===== config.mk =====
export PLATFORM = sky130hd
export DESIGN_NAME = adc_sched
export DESIGN_NICKNAME = d
export VERILOG_FILES = /design/src/rtl/adc_sched.sv
export SDC_FILE = /design/constraint.sdc
export NUM_CORES = 1
export LEC_CHECK = 0
export ABC_AREA = 0
export BUFFER_PORTS_ARGS = -buffer_cell sky130_fd_sc_hd__buf_4
export CORE_ASPECT_RATIO = 0.7
export CORE_UTILIZATION = 57
export CTS_BUF_LIST = sky130_fd_sc_hd__clkbuf_4
export DETAILED_ROUTE_END_ITERATION = 7
export PLACE_DENSITY = 0.91
export SETUP_SLACK_MARGIN = 0.5
export SLEW_MARGIN = 20
export SYNTH_ARGS = -nofsm -noshare
export SYNTH_HDL_FRONTEND = slang
export SYNTH_SLANG_ARGS = --single-unit

===== constraint.sdc =====
create_clock -name clk -period 2.4 [get_ports clk]
set_clock_uncertainty 0.15 [all_clocks]
set_input_delay 0.12 -clock clk [delete_from_list [all_inputs] [get_ports clk]]
set_output_delay 0.12 -clock clk [all_outputs]
set_load 0.1 [all_outputs]

===== src/rtl/adc_sched.sv =====
// adc_sched: periodic multi-channel ADC sweep scheduler.
// A period timer produces ticks. Each accepted tick starts one sweep over
// channels 0..num_ch. Each channel is converted by the SPI engine
// (spi_start/spi_done) and then handed to the SPI-to-FIFO stage with a
// four-phase fs/fd handshake. Ticks that arrive mid-sweep are dropped and
// reported through the sticky overrun flag.
module adc_sched #(
    parameter int CH_W  = 5,
    parameter int PER_W = 16
) (
    input  logic             clk,
    input  logic             rst,
    input  logic             enable,
    input  logic [PER_W-1:0] period,
    input  logic [CH_W-1:0]  num_ch,
    input  logic             clr_ovr,
    output logic             spi_start,
    output logic [CH_W-1:0]  spi_ch,
    input  logic             spi_done,
    output logic             fs,
    input  logic             fd,
    output logic             busy,
    output logic             frame_done,
    output logic [15:0]      frame_cnt,
    output logic             overrun
);

    typedef enum logic [2:0] {
        IDLE      = 3'd0,
        WAIT_TICK = 3'd1,
        START     = 3'd2,
        CONV      = 3'd3,
        XFER      = 3'd4,
        REL       = 3'd5,
        NEXT      = 3'd6
    } state_t;

    state_t           state_r;
    state_t           state_nxt_s;
    logic [PER_W-1:0] eff_period_s;
    logic [PER_W-1:0] tcnt_r;
    logic             tick_r;
    logic             last_ch_s;

    // The channel under transfer is the last one of the sweep.
    assign last_ch_s = (spi_ch == num_ch);

    // Clamp the period: 0 and 1 would give a degenerate timer, run them as 2.
    always_comb begin
        if (period < PER_W'(2)) begin
            eff_period_s = PER_W'(2);
        end else begin
            eff_period_s = period;
        end
    end

    // Period timer; the >= compare also recovers when period shrinks below tcnt.
    always_ff @(posedge clk or posedge rst) begin
        if (rst) begin
            tcnt_r <= '0;
            tick_r <= 1'b0;
        end else if (!enable) begin
            tcnt_r <= '0;
            tick_r <= 1'b0;
        end else if (tcnt_r >= (eff_period_s - PER_W'(1))) begin
            tcnt_r <= '0;
            tick_r <= 1'b1;
        end else begin
            tcnt_r <= tcnt_r + PER_W'(1);
            tick_r <= 1'b0;
        end
    end

    // Sweep sequencing: next-state selection from the registered state.
    always_comb begin
        state_nxt_s = state_r;
        case (state_r)
            IDLE: begin
                if (enable) state_nxt_s = WAIT_TICK;
                else        state_nxt_s = IDLE;
            end
            WAIT_TICK: begin
                if (!enable)     state_nxt_s = IDLE;
                else if (tick_r) state_nxt_s = START;
                else             state_nxt_s = WAIT_TICK;
            end
            START: state_nxt_s = CONV;
            CONV: begin
                if (spi_done) state_nxt_s = XFER;
                else          state_nxt_s = CONV;
            end
            XFER: begin
                if (fd) state_nxt_s = REL;
                else    state_nxt_s = XFER;
            end
            REL: begin
                if (!fd) state_nxt_s = NEXT;
                else     state_nxt_s = REL;
            end
            NEXT: begin
                if (!last_ch_s)  state_nxt_s = START;
                else if (enable) state_nxt_s = WAIT_TICK;
                else             state_nxt_s = IDLE;
            end
            default: state_nxt_s = IDLE;
        endcase
    end

    // State register with outputs registered from the state being entered.
    always_ff @(posedge clk or posedge rst) begin
        if (rst) begin
            state_r    <= IDLE;
            spi_start  <= 1'b0;
            fs         <= 1'b0;
            busy       <= 1'b0;
            frame_done <= 1'b0;
            frame_cnt  <= 16'd0;
            spi_ch     <= '0;
        end else begin
            state_r    <= state_nxt_s;
            spi_start  <= (state_nxt_s == START);
            fs         <= (state_nxt_s == XFER);
            busy       <= !((state_nxt_s == IDLE) || (state_nxt_s == WAIT_TICK));
            frame_done <= (state_r == NEXT) && last_ch_s;
            if ((state_r == NEXT) && last_ch_s) begin
                frame_cnt <= frame_cnt + 16'd1;
            end
            if ((state_r == WAIT_TICK) && (state_nxt_s == START)) begin
                spi_ch <= '0;
            end else if (state_r == NEXT) begin
                spi_ch <= last_ch_s ? '0 : (spi_ch + CH_W'(1));
            end
        end
    end

    // Sticky overrun: a tick outside WAIT_TICK sets it and beats a clear.
    always_ff @(posedge clk or posedge rst) begin
        if (rst) begin
            overrun <= 1'b0;
        end else if (tick_r && (state_r != WAIT_TICK)) begin
            overrun <= 1'b1;
        end else if (clr_ovr) begin
            overrun <= 1'b0;
        end
    end

endmodule


==> flow_metrics.py <==
metrics = {
    "run_status": {
        "status": "finished with violations",
        "violations": "setup timing",
    },
    "placement": {
        "port_buffers": 52,
        "gp_congestion": 0.8629,
        "hpwl_um": 5650,
        "dp_slack_ns": -1.377,
    },
    "die": {
        "initial_core_util_pct": 61.45,
        "num_io_pins": 53,
        "die-height_um": 60.14,
        "core_sq_mm": 0.004479,
        "fp-row-count": 20,
        "dieArea_sq_mm": 0.005116,
        "chipWidth_um": 85.06,
    },
    "power_and_ir_drop": {
        "finalPower_mw": 2.507,
        "pwr-share-comb_pct": 41.7,
        "peakVddDrop_mv": 0.7234,
        "p_sw_share_pct": 44.61,
        "p_per_area_mw_per_mm2": 605.6,
        "p_leak_nw": 1.881,
        "clkPwrFrac_pct": 17.3,
        "power.switching_mw": 1.118,
        "p_int_mw": 1.389,
        "seq_power_share_pct": 41.0,
    },
    "yosys": {
        "post_synth_num_cell_types": 45,
        "synth_top_family_by_area": "simple AND/OR/NAND/NOR gates",
        "muxShareOfSynthArea_pct": 0.7727,
        "synthCells": 284,
        "syn_area_per_cell_sq_um": 9.692,
        "synthAdderAreaFrac_pct": 9.091,
        "ys.warnings.count": 0,
        "dominantRegCellSynth": "dfrtp_1",
        "yosys.area_share.simple_pct": 22.91,
        "ys_seq_area_share_pct": 41.82,
        "synth_edf_count": 0,
        "synth-xor-area-share_pct": 15.27,
        "synth-compound-area-share_pct": 7.682,
        "syn_area_sq_mm": 0.002753,
        "ys_seq_elements": 46,
        "synth-async-reset-ratio_pct": 100.0,
        "synth_nets": 331,
    },
    "cts": {
        "clkSlewWorstSetupHoldPaths_ns": 0.20,
        "clkLatencyLatePin_ns": 0.42,
        "cts-root-buf": "clkbuf_4",
        "cts_tree": "yes",
        "cts.sinks": 46,
        "clock_path_buffers": 2,
        "cts_buffers": 5,
        "htree_num_levels": 2,
    },
    "timing": {
        "period_share_pct": 155.2,
        "setup-tns-final_ns": -19.53,
        "finalMaxSlewViolations": 0,
        "finalHoldViolations": 0,
        "fmax_ghz": 0.2686,
        "setup_violations": 17,
        "worst_pin_slew_ns": 0.9897,
        "fin_crit_ns": 3.724,
        "worst_slack_ns": -1.324,
        "slew-limit-headroom_pct": 33.61,
        "rsz0062_at_grt": "yes",
    },
    "route": {
        "drc": 0,
        "drtPass1Iterations": 7,
        "via_per_inst": 7.439,
        "avgRoutedWirePerCell_um": 29.08,
        "vias": 3355,
        "antenna_left": 0,
        "first_iter_violations": 512,
        "drt-total-wl_um": 13120,
    },
    "finish": {
        "nets": 442,
        "syn2layout_area_growth_pct": 50.41,
        "drive_above_1_share_pct": 46.46,
        "antenna_cells": 0,
        "nFillCells": 129,
    },
    "critical_path": {
        "cp.arrival_ns": 3.90,
        "cp_max_fo": 8,
        "path_class": "input port to register",
        "required_ns": 2.58,
        "startpoint_type": "input port",
        "cp-end-kind": "register",
    },
    "global_route": {
        "antenna_found_initial": 0,
        "grt_pass1_wl_um": 16560,
        "overflow": 0,
        "grt_max_degree": 26,
        "grt_pass1_vias": 3087,
        "grt.total_usage_pct": 44.21,
    },
    "flow_run": {
        "maxCapViolCount": 0,
    },
    "worst_hold_path": {
        "worstHoldPathType": "input port to register",
    },
}
[cell usage in the layout, fill, tap and decap left out, drive strengths merged, types with 2 or more instances in the layout]
master       synthesis  final
a2111oi              2      2
a211oi               3      3
a21oi                4      4
a22o                 2      2
and3                 7      7
buf                  3    105
clkbuf               3      7
clkinv               0      3
dfrtp               46     46
dlygate4sd3          0      4
ha                  20     20
inv                 11     10
nand2               24     24
nand3               11     11
nand4               12     12
nor2                36     36
nor3                13     13
nor3b                3      3
nor4                 5      5
o211ai               2      2
o21a                 3      3
o21ai                5      5
or3                  2      2
or4                  3      3
xnor2               34     34
xor2                14     14
[logic make-up (layout without fill, tap and decap cells)]
group | Yosys count | after routing
adder cells (fa/ha/maj) | 20 | 20
XOR/XNOR | 48 | 48
AO/OA/AOI/OAI | 29 | 29
AND/OR/NAND/NOR | 122 | 122
multiplexers | 2 | 2
buffers and inverters | 17 | 129
flip-flops | 46 | 46
[synthesized netlist by cell type (all sizes together), types with 2 or more instances]
master	count	area share, %
buf	3	0.55
inv	11	1.5
a22o	2	0.64
or4	3	1.1
a21oi	4	0.73
and3	7	1.6
nor4	5	1.1
nor3b	3	1.2
nor3	13	2.5
o21ai	5	1.0
ha	20	9.1
nand3	11	2.0
nor2	36	4.9
dfrtp	46	42
a2111oi	2	0.64
nand4	12	2.7
nand2	24	3.3
a211oi	3	0.82
xnor2	34	11
or3	2	0.64
o211ai	2	0.55
xor2	14	4.5
clkbuf	3	0.41
o21a	3	0.82
[power groups by stage]
stage | combinational, mW | sequential [mW] | clock [mW]
6_report | 1.05 | 1.03 | 0.433
3_3_place_gp | 0.764 | 1.00 | 0
5_1_grt | 1.08 | 1.04 | 0.455
2_1_floorplan | 0.318 | 1.25 | 0
4_1_cts | 0.912 | 0.992 | 0.391
3_5_place_dp | 0.794 | 1.00 | 0
[registers in the layout (all words and copies together), names as in the netlist]
signal / flops
spi_ch: 5
busy: 1
frame_done: 1
overrun: 1
state_r: 3
tcnt_r: 16
fs: 1
tick_r: 1
frame_cnt: 16
spi_start: 1
[worst max-delay path, stage by stage]
cell       delay (ns)
buf_6            0.09
or4_4            0.53
or3_4            0.36
nor3b_4          0.22
nand2_1          0.11
nand2_2          0.11
ha_4             0.15
buf_4            0.12
nand2_1          0.13
nor3_1           0.26
xnor2_1          0.11
ha_1             0.19
a21oi_1          0.28
o21ai_2          0.15
a2111oi_4        0.36
a2bb2oi_4        0.13
clkbuf_16        0.20
nor2_1           0.27
[routing by layer]
metal  vias up  global-route usage [%]  part of all wire [%]
met5         -                       0                     0
met1      1536                   54.45                    35
met3       176                   11.74                    15
li1       1220                       -                     -
met4         0                   28.81                   9.6
met2       423                   70.28                    41
[through the flow]
| stage | utilization [%] | area (sq um) | hold slack (ns) | cells |
|---|---|---|---|---|
| 5_1_grt | 92.43 | 4140 | 0.06668 | 451 |
| 4_1_cts | 88.77 | 3976 | 0.02215 | 443 |
| 3_5_place_dp | 78.97 | 3537 | 0.07783 | 417 |
| 2_1_floorplan | - | 2879 | 0.07853 | 284 |
| 6_report | 92.43 | 4140 | 0.04342 | 451 |
| 3_3_place_gp | 78.97 | 3537 | 0.06940 | 417 |
[worst paths after layout]
kind / endpoint / slack, ns / from / cells after the start
setup / recovery: tcnt_r[11]$_DFF_PP0_ / -1.32 / period[12] / 18
hold / removal: busy$_DFF_PP0_ / 0.04 / spi_done / 4
setup reg to reg: tcnt_r[11]$_DFF_PP0_ / -0.15 / tcnt_r[13]$_DFF_PP0_ / 8
hold reg to reg: tcnt_r[0]$_DFF_PP0_ / 0.35 / tcnt_r[0]$_DFF_PP0_ / 1
max in group asynchronous: spi_ch[0]$_DFFE_PP0P_ / 1.04 / rst / 4
min in group asynchronous: frame_cnt[5]$_DFFE_PP0P_ / 0.20 / rst / 3
[cell type report]
type                            instances  area (sq um)  area share [%]
Clock buffer                            6         45.04           1.088
Clock inverter                          2         13.76          0.3324
Inverter                               11         41.29          0.9973
Multi-Input combinational cell        221          1879           45.39
Sequential cell                        46          1195           28.86
Tap cell                               55         68.82           1.662
Timing Repair Buffer                  110         897.1           21.67
[timing repair]
action / CTS / global route
endpoints found under the hold margin: 29 / 0
endpoints found under the setup margin: 39 / 35
gates resized for setup: 40 / 22
pin swaps: 14 / 14
setup buffers: 13 / 8
hold buffers: 4 / 0
cloned: 1 / 0
Note: power is estimated with default switching activity, not from simulation.
